$ cat src/rtl/result_seg_encoder_if.sv
// Handshake and segment-word bundle between the result register, the encoder and the display serializer.
interface result_seg_encoder_if;
  logic        load;
  logic [31:0] value;
  logic        hex_mode;
  logic        busy;
  logic [63:0] PData;
  logic        start;

  modport master (output load, value, hex_mode, input busy, PData, start);
  modport slave  (input load, value, hex_mode, output busy, PData, start);
endinterface

$ cat src/rtl/result_seg_encoder.sv
// Turns a 32-bit result into an active-low seven-segment word (signed decimal via
// bit-serial double dabble, or raw hex) and strobes it to the display serializer.
module result_seg_encoder #(
  parameter int unsigned START_WIDTH = 4
) (
  input logic                  clk,
  input logic                  rst,
  result_seg_encoder_if.slave  bus
);

  localparam int unsigned VAL_W = 32;
  localparam int unsigned BCD_W = 40;
  localparam int unsigned PD_W  = 64;
  localparam int unsigned CNT_W = 5;
  localparam int unsigned SW_W  = $clog2(START_WIDTH + 1);

  localparam logic [1:0] S_IDLE   = 2'd0;
  localparam logic [1:0] S_CONV   = 2'd1;
  localparam logic [1:0] S_ENCODE = 2'd2;
  localparam logic [1:0] S_STROBE = 2'd3;

  localparam logic [PD_W-1:0] PD_BLANK = {PD_W{1'b1}};
  localparam logic [PD_W-1:0] PD_ERROR = 64'hFFFFFF86_AFAFA3AF;
  localparam logic [7:0]      SEG_MINUS = 8'hBF;

  logic [1:0]       state_q, state_d;
  logic [VAL_W-1:0] mag_q, mag_d;
  logic [BCD_W-1:0] bcd_q, bcd_d, bcd_adj;
  logic             sign_q, sign_d;
  logic             hex_q, hex_d;
  logic [CNT_W-1:0] cnt_q, cnt_d;
  logic [SW_W-1:0]  scnt_q, scnt_d;
  logic [PD_W-1:0]  pdata_q, pdata_d, pdata_enc;
  logic             start_q, start_d;
  logic             busy_q, busy_d;
  logic [2:0]       msd;
  logic             ovf;

  function automatic logic [7:0] seg_glyph(input logic [3:0] d);
    case (d)
      4'h0: seg_glyph = 8'hC0;  4'h1: seg_glyph = 8'hF9;
      4'h2: seg_glyph = 8'hA4;  4'h3: seg_glyph = 8'hB0;
      4'h4: seg_glyph = 8'h99;  4'h5: seg_glyph = 8'h92;
      4'h6: seg_glyph = 8'h82;  4'h7: seg_glyph = 8'hF8;
      4'h8: seg_glyph = 8'h80;  4'h9: seg_glyph = 8'h90;
      4'hA: seg_glyph = 8'h88;  4'hB: seg_glyph = 8'h83;
      4'hC: seg_glyph = 8'hC6;  4'hD: seg_glyph = 8'hA1;
      4'hE: seg_glyph = 8'h86;  default: seg_glyph = 8'h8E;
    endcase
  endfunction

  // Double-dabble correction: any BCD digit >= 5 gets +3 before the shift.
  always_comb begin
    bcd_adj = bcd_q;
    for (int i = 0; i < 10; i++) begin
      if (bcd_q[4*i +: 4] >= 4'd5) bcd_adj[4*i +: 4] = bcd_q[4*i +: 4] + 4'd3;
    end
  end

  // Display word from the finished conversion (or raw nibbles in hex mode).
  always_comb begin
    pdata_enc = PD_BLANK;
    msd       = 3'd0;
    ovf       = 1'b0;
    if (hex_q) begin
      for (int i = 0; i < 8; i++) pdata_enc[8*i +: 8] = seg_glyph(mag_q[4*i +: 4]);
    end else begin
      ovf = (bcd_q[39:32] != 8'd0) || (sign_q && (bcd_q[31:28] != 4'd0));
      for (int i = 0; i < 8; i++) begin
        if (bcd_q[4*i +: 4] != 4'd0) msd = 3'(i);
      end
      if (ovf) begin
        pdata_enc = PD_ERROR;
      end else begin
        for (int i = 0; i < 8; i++) begin
          if (3'(i) <= msd)                         pdata_enc[8*i +: 8] = seg_glyph(bcd_q[4*i +: 4]);
          else if (sign_q && (3'(i) == msd + 3'd1)) pdata_enc[8*i +: 8] = SEG_MINUS;
        end
      end
    end
  end

  always_comb begin
    state_d = state_q;
    mag_d   = mag_q;
    bcd_d   = bcd_q;
    sign_d  = sign_q;
    hex_d   = hex_q;
    cnt_d   = cnt_q;
    scnt_d  = scnt_q;
    pdata_d = pdata_q;
    case (state_q)
      S_IDLE: begin
        if (bus.load) begin
          hex_d   = bus.hex_mode;
          sign_d  = bus.value[31] & ~bus.hex_mode;
          mag_d   = (bus.value[31] && !bus.hex_mode) ? -bus.value : bus.value;
          bcd_d   = '0;
          cnt_d   = '0;
          state_d = bus.hex_mode ? S_ENCODE : S_CONV;
        end
      end
      S_CONV: begin
        {bcd_d, mag_d} = {bcd_adj, mag_q} << 1;
        cnt_d = cnt_q + 5'd1;
        if (cnt_q == 5'd31) state_d = S_ENCODE;
      end
      S_ENCODE: begin
        pdata_d = pdata_enc;
        scnt_d  = '0;
        state_d = S_STROBE;
      end
      default: begin
        if (scnt_q == SW_W'(START_WIDTH - 1)) state_d = S_IDLE;
        else                                   scnt_d  = scnt_q + 1'b1;
      end
    endcase
    busy_d  = (state_d != S_IDLE);
    start_d = (state_d == S_STROBE);
  end

  always_ff @(posedge clk or posedge rst) begin
    if (rst) begin
      state_q <= S_IDLE;
      mag_q   <= '0;
      bcd_q   <= '0;
      sign_q  <= 1'b0;
      hex_q   <= 1'b0;
      cnt_q   <= '0;
      scnt_q  <= '0;
      pdata_q <= PD_BLANK;
      start_q <= 1'b0;
      busy_q  <= 1'b0;
    end else begin
      state_q <= state_d;
      mag_q   <= mag_d;
      bcd_q   <= bcd_d;
      sign_q  <= sign_d;
      hex_q   <= hex_d;
      cnt_q   <= cnt_d;
      scnt_q  <= scnt_d;
      pdata_q <= pdata_d;
      start_q <= start_d;
      busy_q  <= busy_d;
    end
  end

  assign bus.busy  = busy_q;
  assign bus.start = start_q;
  assign bus.PData = pdata_q;

endmodule

$ cat src/flat_wrapper.sv
// flat-port wrapper written by rule: the top's interface ports become plain ports
module result_seg_encoder_flat 
#(
  parameter int unsigned START_WIDTH = 4
)
  (clk, rst, bus_load, bus_value, bus_hex_mode, bus_busy, bus_PData, bus_start);
  result_seg_encoder_if bus_i ();
  input logic clk;
  input logic rst;
  input wire logic [$bits(bus_i.load)-1:0] bus_load;
  input wire logic [$bits(bus_i.value)-1:0] bus_value;
  input wire logic [$bits(bus_i.hex_mode)-1:0] bus_hex_mode;
  output wire logic [$bits(bus_i.busy)-1:0] bus_busy;
  output wire logic [$bits(bus_i.PData)-1:0] bus_PData;
  output wire logic [$bits(bus_i.start)-1:0] bus_start;
  assign bus_i.load = bus_load;
  assign bus_i.value = bus_value;
  assign bus_i.hex_mode = bus_hex_mode;
  assign bus_busy = bus_i.busy;
  assign bus_PData = bus_i.PData;
  assign bus_start = bus_i.start;
  result_seg_encoder #(.START_WIDTH(START_WIDTH)) u_core (.clk(clk), .rst(rst), .bus(bus_i));
endmodule
$ cat config.mk
export PLATFORM = sky130hd
export DESIGN_NAME = result_seg_encoder_flat
export DESIGN_NICKNAME = d
export VERILOG_FILES = /design/src/rtl/result_seg_encoder_if.sv /design/src/rtl/result_seg_encoder.sv /design/src/flat_wrapper.sv
export SDC_FILE = /design/constraint.sdc
export NUM_CORES = 1
export LEC_CHECK = 0
export ABC_AREA = 0
export BUFFER_PORTS_ARGS = -buffer_cell sky130_fd_sc_hd__buf_2
export CAP_MARGIN = 25
export CORE_MARGIN = 10
export CORE_UTILIZATION = 35
export CTS_CLUSTER_SIZE = 8
export DETAILED_ROUTE_END_ITERATION = 16
export PLACE_DENSITY = 0.56
export SETUP_SLACK_MARGIN = 0.5
export SLEW_MARGIN = 40
export SYNTH_ARGS = -nofsm -noshare
export SYNTH_HDL_FRONTEND = slang
export SYNTH_SLANG_ARGS = --single-unit
$ cat constraint.sdc
create_clock -name clk -period 11.6 [get_ports clk]
set_input_delay 2.32 -clock clk [delete_from_list [all_inputs] [get_ports clk]]
set_output_delay 2.32 -clock clk [all_outputs]
set_load 0.05 [all_outputs]
==> key figures, run 1 <==
STA
  – Layout Skew: 15.0 ps
  – Max Fclk: 245 MHz
  – Final Max Slew Viols: 0
  – RSZ-0062 raised after global routing: false
  – Setup TNS: 0 ps
  – Worst-Margin Slew: 843 ps
  – Final hold vios: 0
  – Setup violators final: 0
  – Slew HR: 0.431
  – Fin crit share: 0.352
  – Tmin final: 4080 ps

Setup path
  – CP max stage delay: 840 ps
  – Critical Path Start: u_core.bcd_q[28]
  – Slowest CP cell: nand4_1
  – Worst-path fanout max: 17
  – Worst R2R Setup Slack: 7520 ps
  – WP buf/inv: 1
  – Worst Path Required: 11950 ps
  – Worst path cell trace: inv_1 -> ha_1 -> nor3b_1 -> nand4_1 -> ha_1 -> nand2b_1 -> or4_1 -> o221ai_1 -> a21oi_1
  – Top delay family on crit path: simple AND/OR/NAND/NOR gates
  – Crit end category: register
  – Worst r2r dst: u_core.bus.PData[30]
  – Reg2Reg Depth: 9
  – Worst Path Arrival: 4430 ps
  – Worst setup SP type: register
  – Cell mode on critical path: ha_1
  – R2r startpoint: u_core.bcd_q[28]
  – CP Class: register to register
  – Worst path depth: 9
  – CP endpoint: u_core.bus.PData[30]

Global route
  – Met1 Usage GRT: 0.231
  – Pin count of the biggest net entering global routing: 81
  – Total global-route track usage: 0.166
  – GRT Max-Usage Layer: met2
  – Number of global-route vias before repair: 9528
  – Met2 Use GR: 0.255
  – Met3 usage: 0.0268
  – First-pass GRT wire length: 54.1 mm
  – Gr ovfl total: 0
  – Antenna violations before repair: 0

Clocking
  – CTS tree: yes
  – Post-CTS Setup Repair Bufs: 0
  – Worst-path clk slew: 60 ps
  – Deepest clock path buffer count: 2
  – CTS Buf Count: 17
  – Clk sink count: 142
  – Root buffer cell: clkbuf_16
  – H-tree levels: 4
  – Worst skew pair latency: 440 ps
  – PostCTS Resize Cnt: 0
  – Hold-fix buffers, CTS: 0

Floorplanning
  – Total I/O pin count: 102
  – Die area: 40300 µm²
  – Die Ht: 201 µm
  – FP Rows: 66
  – Initial Util: 0.353
  – Core Region: 32400 µm²
  – Die width: 201 µm

Synth
  – Synth unique cells: 69
  – Post-Syn Instances: 1376
  – FFs w/ async S/R, synth: 1.00
  – Primary FF master, synth: dfrtp_1
  – Synth Register Bits: 142
  – Syn Area/Cell: 8.30 µm²
  – Cell Area, Synth: 11400 µm²
  – Ys Warns: 0
  – Number of synthesized flops with an enable pin: 0
  – Post-synthesis sequential area ratio: 0.317

Routing
  – Post-route ant nets: 0
  – Vias after detailed routing: 10.2k
  – DR vias/cell: 5.50
  – Routed length per instance: 18.6 µm
  – Routed WL: 34.4 mm
  – DRC viols: 0
  – Starting DRT DRC Count: 858
  – First-pass iteration count of the detailed router: 8

Layout
  – Post-layout nets: 1542
  – Diodes inserted: 0
  – Post-Layout Inst Area: 12800 µm²
  – Area growth from synthesis to layout: 11.8%
  – Layout cells sized above 1: 0.159
  – Multi-input logic area: 7150 µm²
  – Fillers: 3366
  – Commonest non-fill, non-tap cell in the layout: o21ai_0
  – Flip-flop and latch area: 3620 µm²
  – Most frequent cells in the layout: 154 x o21ai_0, 118 x nand2_1, 108 x ha_1

Job
  – Max-cap violation count: 0

Status
  – Status: complete, no violations

Placement
  – Post-DP HPWL: 24.3 mm
  – GP Congestion: 0.861
  – IO Port Bufs: 93
  – Post-DP Area: 12100 µm²

Power and ir drop
  – Leak Pwr: 5.31 nW
  – Pwr Density: 325 nW/µm²
  – Max VDD drop: 0.156 mV

Worst hold path
  – Type of the worst min-delay path: register to register
[how the worst min path moves through the flow]
stage                     endpoint                start  cells past startpoint  slack, ps
2_1_floorplan      u_core.cnt_q[3]      u_core.cnt_q[3]                      1        450
3_3_place_gp   u_core.bus.PData[2]  u_core.bus.PData[2]                      2        450
3_5_place_dp   u_core.bus.PData[2]  u_core.bus.PData[2]                      2        450
4_1_cts        u_core.bus.PData[2]  u_core.bus.PData[2]                      2        460
5_1_grt        u_core.bus.PData[2]  u_core.bus.PData[2]                      2        480
6_report       u_core.bus.PData[2]  u_core.bus.PData[2]                      2        460
[where the power goes]
| group | switching, mW | total, mW | internal, mW |
|---|---|---|---|
| Clock | 0.231 | 0.591 | 0.361 |
| Combinational | 1.55 | 2.38 | 0.830 |
| Sequential | 0.403 | 1.19 | 0.785 |
[Yosys cell counts (15+ instances only)]
cell type	instances	area share
nor3_1	16	0.0070
a31oi_1	30	0.016
nand3_1	26	0.011
a211oi_1	22	0.014
o211ai_1	15	0.0099
nor2b_1	17	0.0093
nand2_1	120	0.039
ha_1	108	0.12
dfstp_2	56	0.13
xnor2_1	35	0.027
mux2i_1	26	0.023
a22oi_1	22	0.014
clkbuf_1	85	0.028
a21oi_1	102	0.045
dfrtp_1	86	0.19
nor2_1	87	0.029
nand2b_1	40	0.022
o21ai_0	154	0.067
inv_1	71	0.023
o22ai_1	45	0.025
[sequential cells by signal, summed over array words and instances (netlist names)]
register          flops
u_core.bcd_q         40
u_core.bus.PData     56
u_core.bus.busy       1
u_core.bus.start      1
u_core.cnt_q          5
u_core.hex_q          1
u_core.mag_q         32
u_core.scnt_q         3
u_core.sign_q         1
u_core.state_q        2
[stage by stage]
stage	total power, mW	std cells	utilization	setup WS (ps)	hold WS [ps]
after floorplan	2.89	1383	-	5560	450
after global placement	3.53	1820	0.374	7160	449
after detailed placement	3.55	1820	0.375	7150	451
after CTS	4.16	1852	0.394	7570	461
after global routing	4.49	1853	0.395	7310	479
final	4.16	1853	0.395	7520	458
[worst min-delay path: stages (launching register included)]
cell	delay [ps]
dfstp_2	360
nand2_1	50
nand2_1	50
[routing by layer]
layer | vias up | wire length, µm
met1 | 4896 | 16800
met5 | - | 0
met4 | 0 | 719
li1 | 5011 | -
met3 | 37 | 1420
met2 | 241 | 15500
[cell families (layout without fill, tap and decap cells)]
| group | count (synthesis) | count (layout) | share of synthesized area |
|---|---|---|---|
| AOI/OAI and AO/OA | 494 | 494 | 0.272 |
| buffers and inverters | 179 | 207 | 0.0620 |
| adders and majority gates | 108 | 108 | 0.118 |
| other | 1 | 8 | 0.000328 |
| xor gates and xnor gates | 47 | 47 | 0.0360 |
| DFF | 142 | 142 | 0.317 |
| muxes | 36 | 36 | 0.0366 |
| and+or+nand+nor | 369 | 369 | 0.158 |
[layout make-up]
class                   count  share of cell area
repair buffers            104              0.0442
flip-flops and latches    142               0.284
clock inverters            10              0.0130
multi-input cells        1062               0.560
inverters                  71              0.0213
well taps                 442              0.0433
clock buffers              22              0.0348
Note: power is estimated with default switching activity, not from simulation.
==> inputs of run 2 (changes only) <==
--- a/config.mk
+++ b/config.mk
@@ -12,7 +12,7 @@
 export CORE_UTILIZATION = 35
 export CTS_CLUSTER_SIZE = 8
 export DETAILED_ROUTE_END_ITERATION = 16
-export PLACE_DENSITY = 0.56
+export PLACE_DENSITY = 0.58
 export SETUP_SLACK_MARGIN = 0.5
 export SLEW_MARGIN = 40
 export SYNTH_ARGS = -nofsm -noshare
==> constraint.sdc (replaced) <==
create_clock -name clk -period 3.3 [get_ports clk]
set_input_delay 0.66 -clock clk [delete_from_list [all_inputs] [get_ports clk]]
set_output_delay 0.66 -clock clk [all_outputs]
set_load 0.05 [all_outputs]
==> run 2 against run 1 <==
Net effect: maximum frequency rose by 52%; via count rose by 2.2%; core utilization rose by 1.6 points; wire length fell by 1.1%; critical path type unchanged; non-clock buffer count rose by 46; cell count rose by 2.5%; hold slack got worse by 130 ps; largest power group unchanged.
==> key figures, run 2 (same netlist as run 1, synthesis figures left out) <==
STA
  – Tmin final: 2690 ps (was 4080 ps)
  – Final Max Slew Viols: 0 (unchanged)
  – Fin crit share: 0.816 (was 0.352)
  – Setup violators final: 0 (unchanged)
  – Worst-Margin Slew: 660 ps (was 843 ps)
  – Post-route worst setup slack: 609 ps (was 7520 ps)
  – Max Fclk: 372 MHz (was 245 MHz)
  – RSZ-0062 raised after global routing: false (unchanged)
  – Hold_ws: 329 ps (was 458 ps)
  – Slew HR: 0.560 (was 0.431)
  – Final hold vios: 0 (unchanged)
  – Setup TNS: 0 ps (unchanged)
  – Layout Skew: 12.3 ps (was 15.0 ps)

Power and ir drop
  – Switching pwr: 7.85 mW (was 2.18 mW)
  – Leak Pwr: 5.56 nW (was 5.31 nW)
  – Sw frac: 0.521 (was 0.525)
  – Comb power frac: 0.605 (was 0.572)
  – Total power: 15.1 mW (was 4.16 mW)
  – Seq pwr share: 0.264 (was 0.286)
  – Clock share of power: 0.131 (was 0.142)
  – Pwr Density: 1130 nW/µm² (was 325 nW/µm²)
  – Internal: 7.22 mW (was 1.98 mW)
  – Max VDD drop: 0.532 mV (was 0.156 mV)

Setup path
  – Worst Path Arrival: 3050 ps (was 4430 ps)
  – Worst setup SP type: register (unchanged)
  – Cell mode on critical path: ha_4 (was ha_1)
  – CP max stage delay: 470 ps (was 840 ps)
  – CP Class: register to register (unchanged)
  – WP buf/inv: 1 (unchanged)
  – Slowest CP cell: or3b_2 (was nand4_1)
  – Worst R2R Setup Slack: 610 ps (was 7520 ps)
  – Worst path cell trace: inv_4 -> ha_4 -> or3b_2 -> nand2_1 -> nand3_1 -> a21oi_2 -> ha_4 -> nand2b_1 -> or4_4 -> o221ai_2 -> a21oi_1 (was inv_1 -> ha_1 -> nor3b_1 -> nand4_1 -> ha_1 -> nand2b_1 -> or4_1 -> o221ai_1 -> a21oi_1)
  – Top delay family on crit path: simple AND/OR/NAND/NOR gates (unchanged)
  – Worst Path Required: 3660 ps (was 11950 ps)
  – Worst-path fanout max: 6 (was 17)
  – Crit end category: register (unchanged)

Worst hold path
  – Type of the worst min-delay path: input port to async pin (was register to register)

Floorplanning
  – Total I/O pin count: 102 (unchanged)
  – Die width: 201 µm (unchanged)
  – Die area: 40300 µm² (unchanged)
  – Initial Util: 0.353 (unchanged)
  – FP Rows: 66 (unchanged)
  – Core Region: 32400 µm² (unchanged)
  – Die Ht: 201 µm (unchanged)

Layout
  – Most frequent cells in the layout: 154 x o21ai_0, 117 x nand2_1, 101 x a21oi_1, 101 x ha_1, 93 x buf_2 (was 154 x o21ai_0, 118 x nand2_1, 108 x ha_1)
  – Area growth from synthesis to layout: 16.3% (was 11.8%)
  – Layout cells sized above 1: 0.213 (was 0.159)
  – Post-Layout Inst Area: 13300 µm² (was 12800 µm²)
  – Commonest non-fill, non-tap cell in the layout: o21ai_0 (unchanged)
  – Fillers: 3338 (was 3366)
  – Core Util, Final: 0.411 (was 0.395)
  – Non-Filler Instances: 1899 (was 1853)
  – Diodes inserted: 0 (unchanged)
  – Post-layout nets: 1588 (was 1542)
  – Number of flip-flops under the largest register name: 56 (unchanged)

Job
  – Max-cap violation count: 0 (unchanged)

Global route
  – Antenna violations before repair: 0 (unchanged)
  – Number of global-route vias before repair: 9896 (was 9528)
  – Gr ovfl total: 0 (unchanged)
  – First-pass GRT wire length: 54.7 mm (was 54.1 mm)
  – Total global-route track usage: 0.165 (was 0.166)
  – Pin count of the biggest net entering global routing: 143 (was 81)

Status
  – Status: complete, no violations (unchanged)

Clocking
  – H-tree levels: 4 (unchanged)
  – Worst skew pair latency: 440 ps (about the same)
  – Hold-fix buffers, CTS: 0 (unchanged)
  – CTS Buf Count: 17 (unchanged)
  – Root buffer cell: clkbuf_16 (unchanged)
  – CTS tree: yes (unchanged)
  – Clk sink count: 142 (unchanged)
  – Worst-path clk slew: 70 ps (was 60 ps)
  – Deepest clock path buffer count: 2 (unchanged)

Routing
  – Routed WL: 34.1 mm (was 34.4 mm)
  – Routed length per instance: 17.9 µm (was 18.6 µm)
  – DR vias/cell: 5.48 (was 5.50)
  – First-pass iteration count of the detailed router: 5 (was 8)
  – Post-route ant nets: 0 (unchanged)
  – Vias after detailed routing: 10.4k (was 10.2k)
  – Starting DRT DRC Count: 814 (was 858)
  – DRC viols: 0 (unchanged)

Placement
  – GP Congestion: 0.877 (was 0.861)
  – Post-DP Area: 12400 µm² (was 12100 µm²)
  – Cell count after placement: 1852 (was 1820)
  – IO Port Bufs: 93 (unchanged)
  – Post-DP HPWL: 24.7 mm (was 24.3 mm)
  – Place WS: 270 ps (was 7150 ps)
-- run 2: cell count changes in the layout (fill, tap and decap cells not counted), sizes merged --
cell	delta
clkinv	-2
bufinv	-3
buf	+46
inv	+10
clkbuf	-5
-- run 2: what timing repair did --
item / 4_1_cts / 5_1_grt
resized for setup: 13 / 34
buffers inserted: 4 / 10
pin swaps: 1 / 5
endpoints found under the setup margin: 8 / 42
-- run 2: power groups by stage --
stage / Clock [mW] / Combinational [mW] / Sequential, mW
CTS: 2.01 / 8.83 / 3.95
global placement: 0 / 8.61 / 3.93
finish: 1.97 / 9.12 / 3.97
detailed placement: 0 / 8.69 / 3.96
floorplan: 0 / 5.61 / 4.60
global route: 2.09 / 10.1 / 4.14
-- run 2: path summary, 6_finish.rpt --
kind                                          start              endpoint  depth (start not counted)
worst max-delay path               u_core.bcd_q[17]  u_core.bus.PData[30]                         11
worst min register to register  u_core.bus.PData[2]   u_core.bus.PData[2]                          2
min in group clk                u_core.bus.PData[2]   u_core.bus.PData[2]                          2
worst min-delay path                            rst      u_core.bcd_q[27]                          3
worst max register to register     u_core.bcd_q[17]  u_core.bus.PData[30]                         11
max in group asynchronous                       rst  u_core.bus.PData[34]                          4
-- run 2: final cells by class --
type / count / area (µm²) / share of cell area
Clock buffer: 17 / 425 / 0.0320
Clock inverter: 15 / 164 / 0.0123
Inverter: 71 / 280 / 0.0211
Multi-Input combinational cell: 1062 / 7310 / 0.550
Sequential cell: 142 / 3630 / 0.273
Tap cell: 442 / 553 / 0.0416
Timing Repair Buffer: 150 / 926 / 0.0697
-- run 2: worst register-to-register path, delay by kind of cell, from the launching register on --
kind                     cells  cell delay, ps
AND/OR/NAND/NOR              5            1250
flip-flops                   1             450
AO/OA/AOI/OAI                3             440
adder cells (fa/ha/maj)      2             390
buffers and inverters        1              90
-- run 2: routing by layer --
metal	GRT usage	wire, µm	vias to the layer above	part of all wire
met5	0	0	-	0
met4	0.0444	574	0	0.017
met3	0.0278	1600	34	0.047
met2	0.262	15700	240	0.46
met1	0.227	16200	5020	0.48
li1	-	-	5113	-
==> inputs of run 3 (changes only) <==
==> constraint.sdc (replaced) <==
create_clock -name clk -period 2.2 [get_ports clk]
set_input_delay 0.44 -clock clk [delete_from_list [all_inputs] [get_ports clk]]
set_output_delay 0.44 -clock clk [all_outputs]
set_load 0.05 [all_outputs]
==> run 3 against run 2 <==
Net effect: the run now ends with negative setup slack left; critical path type unchanged; final area rose by 15%; cell count is 6.4% higher; setup slack worse by 1000 ps; clock skew is 0.91 ps lower.
==> key figures, run 3 (same netlist as run 1, synthesis figures left out) <==
Setup path
  – Worst Path Required: 2570 ps (was 3660 ps)
  – Worst path cell trace: inv_2 -> ha_4 -> or3b_2 -> nand2_1 -> nand3_1 -> a21oi_2 -> ha_4 -> nand2b_4 -> or4_4 -> o221ai_2 -> a21oi_2 (was inv_4 -> ha_4 -> or3b_2 -> nand2_1 -> nand3_1 -> a21oi_2 -> ha_4 -> nand2b_1 -> or4_4 -> o221ai_2 -> a21oi_1)
  – WP buf/inv: 1 (unchanged)
  – Crit end category: register (unchanged)
  – CP Class: register to register (unchanged)
  – Worst-path fanout max: 3 (was 6)
  – Worst path depth: 11 (unchanged)
  – Slowest CP cell: or3b_2 (unchanged)
  – Worst setup SP type: register (unchanged)
  – Worst Path Arrival: 2970 ps (was 3050 ps)
  – Top delay family on crit path: simple AND/OR/NAND/NOR gates (unchanged)
  – Reg2Reg Depth: 11 (unchanged)
  – CP max stage delay: 480 ps (was 470 ps)

Worst hold path
  – Type of the worst min-delay path: input port to async pin (unchanged)

STA
  – Setup TNS: -7800 ps (was 0 ps)
  – Final hold vios: 0 (unchanged)
  – Slew HR: 0.483 (was 0.560)
  – Post-route worst setup slack: -404 ps (was 609 ps)
  – Final Max Slew Viols: 0 (unchanged)
  – Layout Skew: 11.4 ps (was 12.3 ps)
  – Tmin final: 2600 ps (was 2690 ps)
  – RSZ-0062 raised after global routing: true (was false)
  – Fin crit share: 1.18 (was 0.816)
  – Max Fclk: 384 MHz (was 372 MHz)
  – Setup violators final: 52 (was 0)
  – Hold_ws: 68.5 ps (was 329 ps)
  – Worst-Margin Slew: 755 ps (was 660 ps)

Layout
  – Area growth from synthesis to layout: 34.2% (was 16.3%)
  – Diodes inserted: 0 (unchanged)
  – Number of flip-flops under the largest register name: 56 (unchanged)
  – Post-layout nets: 1710 (was 1588)
  – Most frequent cells in the layout: 150 x buf_4, 121 x o21ai_0, 116 x nand2_1 (was 154 x o21ai_0, 117 x nand2_1, 101 x a21oi_1, 101 x ha_1, 93 x buf_2)
  – Fillers: 3087 (was 3338)
  – Core Util, Final: 0.474 (was 0.411)
  – Layout cells sized above 1: 0.332 (was 0.213)
  – Commonest non-fill, non-tap cell in the layout: buf_4 (was o21ai_0)

Placement
  – Place WS: -441 ps (was 270 ps)
  – Post-DP HPWL: 26.9 mm (was 24.7 mm)
  – IO Port Bufs: 93 (unchanged)
  – GP Congestion: 0.881 (was 0.877)

Power and ir drop
  – Pwr Density: 1740 nW/µm² (was 1130 nW/µm²)
  – Leak Pwr: 6.40 nW (was 5.56 nW)
  – Total power: 26.7 mW (was 15.1 mW)
  – Max VDD drop: 0.795 mV (was 0.532 mV)

Routing
  – Post-route ant nets: 0 (unchanged)
  – First-pass iteration count of the detailed router: 5 (unchanged)
  – Routed WL: 37.3 mm (was 34.1 mm)
  – Routed length per instance: 18.5 µm (was 17.9 µm)
  – Starting DRT DRC Count: 810 (was 814)
  – Vias after detailed routing: 11.0k (was 10.4k)
  – DRC viols: 0 (unchanged)
  – DR vias/cell: 5.45 (was 5.48)

Clocking
  – Deepest clock path buffer count: 2 (unchanged)
  – H-tree levels: 4 (unchanged)
  – Worst skew pair latency: 440 ps (about the same)
  – Worst-path clk slew: 70 ps (about the same)
  – Clk sink count: 142 (unchanged)
  – CTS Buf Count: 17 (unchanged)
  – CTS tree: yes (unchanged)
  – Root buffer cell: clkbuf_16 (unchanged)

Global route
  – First-pass GRT wire length: 59.4 mm (was 54.7 mm)
  – Number of global-route vias before repair: 10.7k (was 9896)
  – Total global-route track usage: 0.180 (was 0.165)
  – Antenna violations before repair: 0 (unchanged)
  – Gr ovfl total: 0 (unchanged)
  – Pin count of the biggest net entering global routing: 60 (was 143)

Floorplanning
  – Total I/O pin count: 102 (unchanged)
  – Die width: 201 µm (unchanged)
  – Die area: 40300 µm² (unchanged)
  – FP Rows: 66 (unchanged)
  – Initial Util: 0.353 (unchanged)
  – Die Ht: 201 µm (unchanged)
  – Core Region: 32400 µm² (unchanged)

Status
  – Failing checks: negative setup slack
  – Status: complete, but fails checks (was complete, no violations)

Job
  – Max-cap violation count: 0 (unchanged)
## run 3: final timing paths
check                                     start              endpoint  slack [ps]
max                            u_core.bcd_q[16]  u_core.bus.PData[30]        -400
min in group clk                  bus_value[30]      u_core.mag_q[30]         290
max in group asynchronous                   rst  u_core.bus.PData[35]        1400
min reg2reg                u_core.bus.PData[21]  u_core.bus.PData[21]         460
min                                         rst       u_core.bus.busy          70
max reg2reg                    u_core.bcd_q[16]  u_core.bus.PData[30]        -400
## run 3: through the flow
stage	instances	area (µm²)
after floorplan	1383	11800
after global placement	1940	13400
after detailed placement	1940	13400
after CTS	1989	14600
after global routing	2021	15300
final	2021	15300
## run 3: cell type report
class / instances / area, µm² / share of cell area
well taps: 442 / 553 / 0.0361
clock inverters: 11 / 164 / 0.0107
clock buffers: 21 / 460 / 0.0300
multi-input cells: 1062 / 8100 / 0.528
repair buffers: 272 / 2150 / 0.141
inverters: 71 / 274 / 0.0179
flip-flops and latches: 142 / 3630 / 0.237
## run 3: metal layers
layer  global-route usage  up-vias  share of wire
li1                     -     5360              -
met1                0.245     5366           0.46
met2                0.292      254           0.48
met3               0.0302       40          0.050
met4               0.0422        0          0.015
met5                    0        -              0
## run 3: power by group
| part | internal, mW | switching [mW] | leakage (nW) |
|---|---|---|---|
| clock | 1.95 | 1.21 | 0.303 |
| sequential | 4.16 | 1.60 | 1.67 |
| combinational | 7.29 | 10.4 | 4.43 |
## run 3: timing repair
| action | CTS | global route |
|---|---|---|
| setup endpoints to repair | 92 | 95 |
| resized for setup | 108 | 105 |
| pin swaps | 43 | 33 |
| setup buffers | 17 | 32 |
| hold buffers | 0 | 0 |
| cloned | 0 | 0 |
